[src/rtl/mem_subword_access_unit_if.sv]
// Bus between the EX/MEM stage, the sub-word access unit and the word-wide data memory.
interface mem_subword_access_unit_if;
  logic [31:0] ALU_Result_MEM;
  logic [31:0] Write_Data_MEM;
  logic        MemRead_MEM;
  logic        MemWrite_MEM;
  logic [1:0]  Mem_Size_MEM;
  logic        Mem_Unsigned_MEM;
  logic [31:0] Dmem_Read_Data;
  logic [31:0] Dmem_Addr;
  logic [31:0] Dmem_Write_Data;
  logic        Dmem_Read;
  logic        Dmem_Write;
  logic [31:0] Load_Data_WB;
  logic        Load_Valid_WB;
  logic        Stall_MEM;
  logic        Access_Exc_MEM;

  modport slave (
    input  ALU_Result_MEM, Write_Data_MEM, MemRead_MEM, MemWrite_MEM,
           Mem_Size_MEM, Mem_Unsigned_MEM, Dmem_Read_Data,
    output Dmem_Addr, Dmem_Write_Data, Dmem_Read, Dmem_Write,
           Load_Data_WB, Load_Valid_WB, Stall_MEM, Access_Exc_MEM
  );

  modport master (
    output ALU_Result_MEM, Write_Data_MEM, MemRead_MEM, MemWrite_MEM,
           Mem_Size_MEM, Mem_Unsigned_MEM, Dmem_Read_Data,
    input  Dmem_Addr, Dmem_Write_Data, Dmem_Read, Dmem_Write,
           Load_Data_WB, Load_Valid_WB, Stall_MEM, Access_Exc_MEM
  );
endinterface

[src/rtl/mem_subword_access_unit.sv]
// Big-endian byte/halfword/word access unit in front of a 1024-word data memory.
//   state | meaning
//   IDLE  | accept request: load, word store, error, or start sub-word RMW read
//   MERGE | write merged word from latched RMW context
module mem_subword_access_unit (
  input logic                     Clk,
  input logic                     Reset_n,
  mem_subword_access_unit_if.slave bus
);
  typedef enum logic {IDLE, MERGE} state_t;

  state_t      state, state_nxt;
  logic [31:0] lat_word, lat_mask, lat_data;
  logic [9:0]  lat_addr;

  logic [31:0] addr;
  logic [1:0]  lane, size;
  logic        req, misaligned, out_of_range, err;
  logic [31:0] lane_mask, lane_data, load_ext;
  logic [7:0]  sel_byte;
  logic [15:0] sel_half;
  logic        load_fire, err_fire, rmw_start;

  assign addr = bus.ALU_Result_MEM;
  assign lane = addr[1:0];
  assign size = bus.Mem_Size_MEM;
  assign req  = bus.MemRead_MEM | bus.MemWrite_MEM;

  assign misaligned   = (size == 2'b01 && addr[0]) ||
                        (size == 2'b10 && addr[1:0] != 2'b00) ||
                        (size == 2'b11);
  assign out_of_range = (addr[31:12] != 20'd0);
  assign err          = misaligned | out_of_range;

  always_comb begin
    sel_byte = 8'd0;
    case (lane)
      2'd0: sel_byte = bus.Dmem_Read_Data[31:24];
      2'd1: sel_byte = bus.Dmem_Read_Data[23:16];
      2'd2: sel_byte = bus.Dmem_Read_Data[15:8];
      default: sel_byte = bus.Dmem_Read_Data[7:0];
    endcase
  end

  assign sel_half = addr[1] ? bus.Dmem_Read_Data[15:0] : bus.Dmem_Read_Data[31:16];

  always_comb begin
    load_ext  = bus.Dmem_Read_Data;
    lane_mask = 32'd0;
    lane_data = 32'd0;
    case (size)
      2'b00: begin
        load_ext  = bus.Mem_Unsigned_MEM ? {24'd0, sel_byte} : {{24{sel_byte[7]}}, sel_byte};
        lane_mask = 32'hFF00_0000 >> {lane, 3'b000};
        lane_data = {bus.Write_Data_MEM[7:0], 24'd0} >> {lane, 3'b000};
      end
      2'b01: begin
        load_ext  = bus.Mem_Unsigned_MEM ? {16'd0, sel_half} : {{16{sel_half[15]}}, sel_half};
        lane_mask = addr[1] ? 32'h0000_FFFF : 32'hFFFF_0000;
        lane_data = addr[1] ? {16'd0, bus.Write_Data_MEM[15:0]}
                            : {bus.Write_Data_MEM[15:0], 16'd0};
      end
      default: ;
    endcase
  end

  always_comb begin
    state_nxt           = state;
    bus.Dmem_Addr       = {22'd0, addr[11:2]};
    bus.Dmem_Write_Data = bus.Write_Data_MEM;
    bus.Dmem_Read       = 1'b0;
    bus.Dmem_Write      = 1'b0;
    bus.Stall_MEM       = 1'b0;
    load_fire           = 1'b0;
    err_fire            = 1'b0;
    rmw_start           = 1'b0;
    case (state)
      IDLE: begin
        if (req && err) begin
          err_fire = 1'b1;
        end else if (bus.MemWrite_MEM) begin
          if (size == 2'b10) begin
            bus.Dmem_Write = 1'b1;
          end else begin
            bus.Dmem_Read = 1'b1;
            bus.Stall_MEM = 1'b1;
            rmw_start     = 1'b1;
            state_nxt     = MERGE;
          end
        end else if (bus.MemRead_MEM) begin
          bus.Dmem_Read = 1'b1;
          load_fire     = 1'b1;
        end
      end
      MERGE: begin
        bus.Dmem_Addr       = {22'd0, lat_addr};
        bus.Dmem_Write_Data = (lat_word & ~lat_mask) | (lat_data & lat_mask);
        // Reset during the merge cycle must not corrupt memory
        bus.Dmem_Write      = Reset_n;
        state_nxt           = IDLE;
      end
      default: state_nxt = IDLE;
    endcase
  end

  always_ff @(posedge Clk) begin
    if (!Reset_n) begin
      state              <= IDLE;
      bus.Load_Data_WB   <= 32'd0;
      bus.Load_Valid_WB  <= 1'b0;
      bus.Access_Exc_MEM <= 1'b0;
      lat_word           <= 32'd0;
      lat_mask           <= 32'd0;
      lat_data           <= 32'd0;
      lat_addr           <= 10'd0;
    end else begin
      state              <= state_nxt;
      bus.Load_Valid_WB  <= load_fire;
      bus.Access_Exc_MEM <= err_fire;
      if (load_fire) bus.Load_Data_WB <= load_ext;
      if (rmw_start) begin
        lat_word <= bus.Dmem_Read_Data;
        lat_mask <= lane_mask;
        lat_data <= lane_data;
        lat_addr <= addr[11:2];
      end
    end
  end
endmodule

[src/flat_wrapper.sv]
// flat-port wrapper written by rule: the top's interface ports become plain ports
module mem_subword_access_unit_flat 
  (Clk, Reset_n, bus_ALU_Result_MEM, bus_Write_Data_MEM, bus_MemRead_MEM, bus_MemWrite_MEM, bus_Mem_Size_MEM, bus_Mem_Unsigned_MEM, bus_Dmem_Read_Data, bus_Dmem_Addr, bus_Dmem_Write_Data, bus_Dmem_Read, bus_Dmem_Write, bus_Load_Data_WB, bus_Load_Valid_WB, bus_Stall_MEM, bus_Access_Exc_MEM);
  mem_subword_access_unit_if bus_i ();
  input logic Clk;
  input logic Reset_n;
  input wire logic [$bits(bus_i.ALU_Result_MEM)-1:0] bus_ALU_Result_MEM;
  input wire logic [$bits(bus_i.Write_Data_MEM)-1:0] bus_Write_Data_MEM;
  input wire logic [$bits(bus_i.MemRead_MEM)-1:0] bus_MemRead_MEM;
  input wire logic [$bits(bus_i.MemWrite_MEM)-1:0] bus_MemWrite_MEM;
  input wire logic [$bits(bus_i.Mem_Size_MEM)-1:0] bus_Mem_Size_MEM;
  input wire logic [$bits(bus_i.Mem_Unsigned_MEM)-1:0] bus_Mem_Unsigned_MEM;
  input wire logic [$bits(bus_i.Dmem_Read_Data)-1:0] bus_Dmem_Read_Data;
  output wire logic [$bits(bus_i.Dmem_Addr)-1:0] bus_Dmem_Addr;
  output wire logic [$bits(bus_i.Dmem_Write_Data)-1:0] bus_Dmem_Write_Data;
  output wire logic [$bits(bus_i.Dmem_Read)-1:0] bus_Dmem_Read;
  output wire logic [$bits(bus_i.Dmem_Write)-1:0] bus_Dmem_Write;
  output wire logic [$bits(bus_i.Load_Data_WB)-1:0] bus_Load_Data_WB;
  output wire logic [$bits(bus_i.Load_Valid_WB)-1:0] bus_Load_Valid_WB;
  output wire logic [$bits(bus_i.Stall_MEM)-1:0] bus_Stall_MEM;
  output wire logic [$bits(bus_i.Access_Exc_MEM)-1:0] bus_Access_Exc_MEM;
  assign bus_i.ALU_Result_MEM = bus_ALU_Result_MEM;
  assign bus_i.Write_Data_MEM = bus_Write_Data_MEM;
  assign bus_i.MemRead_MEM = bus_MemRead_MEM;
  assign bus_i.MemWrite_MEM = bus_MemWrite_MEM;
  assign bus_i.Mem_Size_MEM = bus_Mem_Size_MEM;
  assign bus_i.Mem_Unsigned_MEM = bus_Mem_Unsigned_MEM;
  assign bus_i.Dmem_Read_Data = bus_Dmem_Read_Data;
  assign bus_Dmem_Addr = bus_i.Dmem_Addr;
  assign bus_Dmem_Write_Data = bus_i.Dmem_Write_Data;
  assign bus_Dmem_Read = bus_i.Dmem_Read;
  assign bus_Dmem_Write = bus_i.Dmem_Write;
  assign bus_Load_Data_WB = bus_i.Load_Data_WB;
  assign bus_Load_Valid_WB = bus_i.Load_Valid_WB;
  assign bus_Stall_MEM = bus_i.Stall_MEM;
  assign bus_Access_Exc_MEM = bus_i.Access_Exc_MEM;
  mem_subword_access_unit u_core (.Clk(Clk), .Reset_n(Reset_n), .bus(bus_i));
endmodule
[config.mk]
export PLATFORM = sky130hd
export DESIGN_NAME = mem_subword_access_unit_flat
export DESIGN_NICKNAME = d
export VERILOG_FILES = /design/src/rtl/mem_subword_access_unit_if.sv /design/src/rtl/mem_subword_access_unit.sv /design/src/flat_wrapper.sv
export SDC_FILE = /design/constraint.sdc
export NUM_CORES = 1
export LEC_CHECK = 0
export CELL_PAD_IN_SITES_DETAIL_PLACEMENT = 1
export CELL_PAD_IN_SITES_GLOBAL_PLACEMENT = 2
export CORE_UTILIZATION = 28
export DETAILED_ROUTE_END_ITERATION = 8
export PLACE_DENSITY = 0.95
export SYNTH_ARGS = -nofsm -noshare
export SYNTH_HDL_FRONTEND = slang
export SYNTH_SLANG_ARGS = --single-unit
export TNS_END_PERCENT = 5
[constraint.sdc]
create_clock -name Clk -period 3.5 [get_ports Clk]
set_input_delay 0.7 -clock Clk [delete_from_list [all_inputs] [get_ports Clk]]
set_output_delay 0.7 -clock Clk [all_outputs]
set_load 0.03 [all_outputs]
**Word level (Yosys, flattened, before mapping)**

Index checks and enable logic that the tools add are counted.

- Add/sub/neg operators: 0
- $mul: 0
- Divide/modulo/power cells: 0
- Magnitude comparators: 0
- Equality and inequality tests: 5
- Shift operators: 2
- Mux-type cells: 28
- Bitwise gates (word level): 8
- Reduce and logical (&&, ||, !) cells: 10

Operators by type and width:

| kind | number |
|---|---|
| $pmux 32 s2 | 3 |
| $mux 32 | 5 |
| $and 32x32->32 | 2 |
| $not 32->32 | 1 |
| $or 32x32->32 | 1 |
| $shr 32x5->32 | 1 |
| $shr 32x5->32 const A | 1 |
| $pmux 8 s3 | 1 |
| $reduce_bool 20->1 | 1 |
| $mux 16 | 1 |
| $mux 1 | 15 |
| $mux 10 | 1 |
| $eq 2x2->1 const B | 3 |
| $eq 2x1->1 const B | 2 |
| $logic_not 2->1 | 2 |
| $pmux 1 s2 | 2 |
| $logic_and 1x1->1 | 3 |
| $logic_or 1x1->1 | 2 |
| $not 1->1 | 2 |
| $or 1x1->1 | 2 |
| $reduce_bool 2->1 | 1 |
| $reduce_or 2->1 | 1 |

- Register bits: 141
- Latch bits: 0
- Bits in writable memories: 0
- Bits in read-only memories: 0
- Input port bits: 103
- Memories: 0

**Logic depth before layout (Yosys ltp)**

Gate-level depths: netlist of the first run.

- Depth in word-level cells: 8
- Gate-level depth with buffers: 9
- Gate-level depth less buffers: 5

**Worst setup path before layout of the first run**

OpenSTA, ideal clock, no wires.

- Path kind: input -> output
- Start: input bus_ALU_Result_MEM[1]
- End: output bus_Dmem_Write
- Arrival time: 2.075 ns
- Required time: 2.800 ns
- Slack: 0.725 ns
- Stages: 6
- Path buffers: 1
- Cell sequence: buf_2 > nor3_2 > o211ai_1 > nor2_1 > nand3_1 > o21ai_0

- Longest elaborated chain between the ends: 8

Ends and longest elaborated chain:

| what | line | text |
|---|---|---|
| start, declared | flat_wrapper.sv:7 | `input wire logic [$bits(bus_i.ALU_Result_MEM)-1:0] bus_ALU_Result_MEM;` |
| $reduce_bool 2->1 | mem_subword_access_unit.sv:30 | `(size == 2'b10 && addr[1:0] != 2'b00) \|\|` |
| $logic_and 1x1->1 | mem_subword_access_unit.sv:30 |  |
| $logic_or 1x1->1 | mem_subword_access_unit.sv:29 | `assign misaligned = (size == 2'b01 && addr[0]) \|\|` |
| $logic_or 1x1->1 | mem_subword_access_unit.sv:30 |  |
| $or 1x1->1 | mem_subword_access_unit.sv:33 | `assign err = misaligned \| out_of_range;` |
| $logic_and 1x1->1 | mem_subword_access_unit.sv:79 | `if (req && err) begin` |
| $mux 1 | mem_subword_access_unit.sv:79 |  |
| $pmux 1 s2 | mem_subword_access_unit.sv:77 | `case (state)` |
| end, declared | flat_wrapper.sv:17 | `output wire logic [$bits(bus_i.Dmem_Write)-1:0] bus_Dmem_Write;` |

Every way passes these cells.

**Final worst setup path of the first run**

- Start: input bus_ALU_Result_MEM[13]
- End: output bus_Dmem_Write

- Longest elaborated chain between the ends: 5

Ends and longest elaborated chain:

| what | line | text |
|---|---|---|
| $reduce_bool 20->1 | mem_subword_access_unit.sv:32 | `assign out_of_range = (addr[31:12] != 20'd0);` |
| $or 1x1->1 | mem_subword_access_unit.sv:33 |  |
| $logic_and 1x1->1 | mem_subword_access_unit.sv:79 |  |
| $mux 1 | mem_subword_access_unit.sv:79 |  |
| $pmux 1 s2 | mem_subword_access_unit.sv:77 |  |

Every way passes these cells.

==> flow_summary.toml, run 1 <==
[status]
status = "finished, final reports clean"

[sta]
fmax_mhz = 304
rsz0062_at_grt = "no"
period_needed_ns = 3.29
setup_viol = 0
finalHoldViolations = 0
slew_headroom_pct = 50.2
tightest_slew_ns = 0.747
slew_violations = 0
finalCritPeriodShare_pct = 93.9
fin_worst_skew_ns = 0.00473

[synthesis]
synth.avg_cell_area_um2 = 8.60
synth-edff-count = 0
synth_top_family_by_area = "simple AND/OR/NAND/NOR gates"
yosys_warnings = 0
synth_flop_cell = "dfxtp_1"
synth_cell_types = 45
syn_inst = 678
ys_ff_latch = 113
synth_compound_area_share_pct = 21.2
synthAdderAreaFrac_pct = 0
async_flop_share_pct = 0
synth_xor_area_share_pct = 0
seq_area_frac_synth_pct = 38.8
synth_mux_area_share_pct = 9.18
yosys.area_share.simple_pct = 23.3
netlist_area_um2 = 5830

[grt]
grt_pass1_vias = 5689
antenna_found_initial = 0
grt_remaining_overflow = 0
track_usage_pct = 19.4
grt_max_degree = 70
grt_pass1_wl_um = 32100

[drt]
totalWireLength_um = 20700
post_drt_wl_per_cell_um = 18.5
ant_nets = 0
drt_iter0_drc = 332
drcViolationCount = 0
num_vias = 5613
firstDrtPassIters = 4
vias_per_cell = 5.01

[setup_path]
worst-path-buf-inv = 3
rr_startpoint = "u_core.state"
path_cells = "clkdlybuf4s50_1 -> nor4_2 -> nand4_1 -> nor2_1 -> nand3_1 -> o21ai_1 -> buf_4 -> buf_12"
crit_fanout = 3
cp.required_ns = 2.80
startpoint_type = "input port"
crit_family = "simple AND/OR/NAND/NOR gates"
critical_path_class = "in -> out"
cp_slowest_stage_delay_ns = 0.41
cp_slowest_cell = "clkdlybuf4s50_1"
reg2reg_setup_slack_ns = 1.36
r2r_cells = 5
r2r_end = "u_core.lat_data[4]"
cp-end-kind = "primary output"
arrival_ns = 2.59

[die]
start_util_pct = 28.7
dieArea_um2 = 21400
fp.dieW_um = 146
chipHeight_um = 146
io_pins = 204
coreArea_um2 = 20300
rows = 52

[clock_tree]
cts_made_buffers = 17
cts_hold_buf = 0
cts_tree = "yes"
cts_root_buf = "clkbuf_16"
clock-sinks = 113
cts_resized = 0
cts_post_setup_buffers_inserted = 0
clkTransAtPathRegs_ns = 0.05
cts_buffer_depth = 2
h-tree-depth = 4
clk_latency_ns = 0.42

[power_and_ir_drop]
max-vdd-ir-drop_uv = 358
leakage_uw = 0.00307
power_uw = 3300
p_per_area_nw_per_um2 = 394

[placed_design]
portBuffers = 181
dp.cells = 1090
dp.final_hpwl_um = 15100
place_congestion = 0.780

[layout]
seq_area_um2 = 2260
fill_cells = 2353
drive_above_1_share_pct = 10.6
synthToLayoutAreaGrowth_pct = 43.4
diodes = 0
nNetsFinal = 942
layout.cells.non_filler = 1121
multi_input_area_um2 = 3210

[min_path]
hold_start = "u_core.lat_word[2]"
min_path_type = "reg -> reg"
hold-path-endpoint = "u_core.lat_word[2]"
min_delay_path_depth = 2

[run]
maxCapViolations = 0
## registers in the layout (all words and copies together), names as in the netlist
register,cells
u_core.lat_mask,4
u_core.bus.Load_Data_WB,32
u_core.lat_addr,10
u_core.state,1
u_core.bus.Load_Valid_WB,1
u_core.lat_word,32
u_core.bus.Access_Exc_MEM,1
u_core.lat_data,32
## cell usage in the layout (no fill, tap or decap), drive strengths merged
cell type	netlist	final
clkdlybuf4s50	0	177
dfxtp	113	113
nand2	111	111
nor2	59	59
a21boi	43	43
mux2i	40	40
a21oi	36	36
nand3	26	26
clkbuf	33	26
buf	48	25
a221oi	24	24
conb	1	22
and2	19	19
nor3b	18	18
o221a	16	16
o21ai	16	16
mux2	10	10
o211a	9	9
nand2b	9	9
a22o	8	8
a31oi	7	7
nor3	6	6
nor4	5	5
clkinv	0	4
nor4b	4	4
and3	3	3
a21o	3	3
nand4	2	2
o211ai	2	2
or2	2	2
inv	1	1
and4	1	1
a211o	1	1
mux4	1	1
o221ai	1	1
clkinvlp	0	1
## cell type report
class / instances / share of cell area [%]
well taps: 270 / 4.04
repair buffers: 202 / 24.0
flip-flops and latches: 113 / 27.1
clock inverters: 5 / 0.329
inverters: 1 / 0.0449
multi-input cells: 504 / 38.4
clock buffers: 26 / 6.09
## layer usage
layer	up-vias	share of wire (%)	track usage (%)
met5	-	0	0
met4	0	2.6	7.08
met3	29	6.2	4.28
met2	209	45	30.3
met1	2692	46	26.3
li1	2683	-	-
## stage by stage
stage | hold WS, ns | util [%] | setup TNS (ns) | setup WS [ns] | cell area (um2)
after detailed placement | 0.446 | 38.5 | 0 | 0.0277 | 7820
after CTS | 0.452 | 41.2 | 0 | 0.0250 | 8360
after global routing | 0.460 | 41.2 | 0 | 0.0753 | 8360
after floorplan | 0.427 | - | 0 | 0.725 | 5910
after global placement | 0.435 | 38.5 | -0.000274 | -0.000274 | 7820
final | 0.450 | 41.2 | 0 | 0.214 | 8360
## worst register-to-register path, cell delays in order (launching register included)
cell and delay (ns):
dfxtp_2 0.77, a21oi_1 0.17, nand4_1 0.25, buf_12 0.30
and2_1 0.39, a22o_1 0.20
## worst max-delay path by stage
| stage | startpoint | end | depth (start not counted) |
|---|---|---|---|
| final | bus_ALU_Result_MEM[13] | bus_Dmem_Write | 8 |
| after CTS | bus_ALU_Result_MEM[13] | bus_Dmem_Write | 8 |
| after global placement | bus_ALU_Result_MEM[13] | bus_Dmem_Write | 8 |
| after global routing | bus_ALU_Result_MEM[12] | bus_Dmem_Write | 8 |
| after floorplan | bus_ALU_Result_MEM[1] | bus_Dmem_Write | 6 |
| after detailed placement | bus_ALU_Result_MEM[13] | bus_Dmem_Write | 8 |
## where the power goes
group | internal (uW) | leakage [uW] | total (uW) | switching (uW)
clock | 988 | 0.000266 | 1570 | 582
combinational | 204 | 0.00189 | 440 | 235
sequential | 1290 | 0.000910 | 1290 | 0.215
total | 2480 | 0.00307 | 3300 | 817
## synth_stat cells, drive strengths merged, types with 2 or more instances
cell	n	share of area, %
a221oi	24	3.6
o221a	16	3.1
a31oi	7	0.75
nand2b	9	0.97
mux2i	40	6.9
o211a	9	1.5
or2	2	0.21
o211ai	2	0.26
nor3	6	0.97
a21boi	43	5.5
nor2	59	3.8
buf	48	5.3
and3	3	0.32
clkbuf	33	2.1
dfxtp	113	39
a21o	3	0.39
o21ai	16	1.4
nand3	26	2.2
nand2	111	7.1
nor4	5	1.1
and2	19	2.0
mux2	10	1.9
nand4	2	0.21
a21oi	36	3.1
nor3b	18	3.2
a22o	8	1.2
nor4b	4	0.97
## kinds of logic (layout without fill, tap and decap cells)
family	Yosys count	after routing
AND/OR/NAND/NOR	265	265
AO/OA/AOI/OAI	166	166
flip-flops	113	113
buffers and inverters	82	234
multiplexers	51	51
other	1	22
No activity file was read; power rests on OpenSTA's default activity.
==> inputs of run 2 (changes only) <==
- CAP_MARGIN: unset -> 10
==> results of run 2 <==
The final DEF is identical to that of run 1; final timing and power are the same.
==> patch (flow settings as in run 1) <==
Reset style: asynchronous (`Reset_n`), changed in one clocked block.
--- a/src/rtl/mem_subword_access_unit.sv
+++ b/src/rtl/mem_subword_access_unit.sv
@@ -103,7 +103,7 @@
     endcase
   end
 
-  always_ff @(posedge Clk) begin
+  always_ff @(posedge Clk or negedge Reset_n) begin
     if (!Reset_n) begin
       state              <= IDLE;
       bus.Load_Data_WB   <= 32'd0;
Function: differs if Reset_n is asserted again (counterexample within 4 cycles, from zero or initial values and one cycle with Reset_n low); with Reset_n held inactive, the same outputs for 4 cycles.
==> patch against run 1 <==
Worst setup slack got worse by 0.16 ns; register-to-register slack got worse by 0.08 ns; combinational power is 5.9% higher; cell area up 5.4%; sequential cell count stayed put; count of clock-buffer cells in the layout up 1; area after synthesis rose by 5.8%; total power rose by 3.1%; first-iteration DRC count is 42% lower; routed wire length up 0.23%; critical path type unchanged.
==> patch: results (changes against run 1) <==
stage;metric;value;unit;change
run_status;status;complete, no violations;;
sta;slew_headroom;42.3;%;-7.9 points
yosys;synth.area.top_cells;dfrtp_1 (46%), mux2_2 (15%), mux2i_1 (8.3%);;
yosys;synth-compound-area-share;11.0;%;-10 points
detailed_routing;wl_per_cell;20.4;um;+11%
sta;finalClockSkew;0.00883;ns;+0.00410 ns
setup_path;reg2reg_depth;6;;+1
yosys;netlist_instances;546;;-19%
cells_and_area;drive_gt1_share;22.0;%;+11 points
detailed_routing;routed_wl;20.8;mm;+0.23%
setup_path;crit_path_max_fanout;4;;+1
yosys;yosys_most_used_dff;dfrtp_1;;
detailed_routing;drtIter0Drc;193;;-42%
grt;grt_max_degree;75;;+7.1%
yosys;synth_common_cells;dfrtp_1 (113), mux2_2 (80), mux2i_1 (51), nor2_1 (41), a21oi_1 (33);;
placement;place_congestion;0.798;;+2.3%
yosys;yosys-mux-area-fraction;28.5;%;+19 points
detailed_routing;vias_per_cell;4.90;;-2.2%
setup_path;r2r_end;u_core.lat_mask[23];;
grt;antenna_found_initial;1;;+1
worst_hold_path;min_path_type;in2async;;
setup_path;worstReg2RegStart;u_core.state;;
power;p_int;2.56;mW;+3.2%
yosys;synth_async_sr_flop_share;100;%;+100 points
setup_path;regToRegSetupSlack;1.28;ns;-0.08 ns
placement;hpwl;15.2;mm;+0.76%
placement;dp.cells;983;;-9.8%
power;peakVddDrop;0.317;mV;-11%
[patch: changes by cell type after synthesis, sizes merged, moves of 16 or more]
cell / run 1 / this run
nand3: 26 / 1
a221oi: 24 / 0
nor2: 59 / 41
o221a: 16 / 0
a21boi: 43 / 0
dfxtp: 113 / 0
nor3b: 18 / 0
nand2: 111 / 25
a22o: 8 / 24
mux2: 10 / 102
dfrtp: 0 / 113
and2: 19 / 1
[patch: power by group through the flow]
| stage | logic, mW | clock network (mW) | registers, mW |
|---|---|---|---|
| floorplan | 0.209 | 0 | 1.33 |
| global placement | 0.462 | 0 | 1.33 |
| detailed placement | 0.468 | 0 | 1.33 |
| CTS | 0.471 | 1.67 | 1.31 |
| global route | 0.501 | 1.72 | 1.31 |
| finish | 0.466 | 1.62 | 1.31 |
[patch: worst max path at each step]
stage / start / end / slack [ns]
3_3_place_gp: bus_ALU_Result_MEM[29] / bus_Stall_MEM / 0.05
4_1_cts: bus_ALU_Result_MEM[29] / bus_Stall_MEM / 0.02
5_1_grt: bus_ALU_Result_MEM[29] / bus_Stall_MEM / 0.008
3_5_place_dp: bus_ALU_Result_MEM[29] / bus_Stall_MEM / 0.02
2_1_floorplan: bus_ALU_Result_MEM[17] / bus_Dmem_Read / 0.13
6_report: bus_ALU_Result_MEM[29] / bus_Stall_MEM / 0.06
[patch: what timing repair did]
action | in CTS | in global routing
endpoints found under the setup margin | 0 | 1
resized for setup | 0 | 1
setup buffers | 0 | 1
[patch: cells by family (layout without fill, tap and decap cells)]
| family | Yosys count | count (layout) |
|---|---|---|
| AOI/OAI and AO/OA | 102 | 102 |
| buffers and inverters | 75 | 248 |
| DFF | 113 | 113 |
| muxes | 154 | 154 |
| other | 1 | 23 |
| and+or+nand+nor | 101 | 101 |
[patch: per-layer routing]
layer,vias up,GRT usage (%),wire (um)
met5,-,0,0
met4,0,5.56,286
met3,16,4.27,1510
met2,162,30.3,9860
met1,2502,25.5,9090
li1,2295,-,-
[patch: layout make-up]
type                    count  area, um2  share of cell area, %
inverters                  12       48.8                  0.554
diodes                      1       2.50                 0.0284
clock inverters             4       50.0                  0.568
multi-input cells         379       3020                   34.2
clock buffers              27        503                   5.71
repair buffers            205       2020                   22.9
well taps                 275        344                   3.90
flip-flops and latches    113       2830                   32.1
[patch: through the flow]
step	hold WS (ns)	utilization (%)	cell area [um2]	setup WS [ns]
finish	0.428	41.4	8820	0.0587
global route	0.463	41.4	8820	0.00772
CTS	0.446	41.4	8800	0.0235
detailed placement	0.481	38.8	8250	0.0226
global placement	0.468	38.8	8250	0.0460
floorplan	0.404	-	6250	0.128
[patch: worst max-delay path, delay by kind of cell]
family        cells  cell delay, ns
buf+inv           3            0.72
simple gates      3            1.32
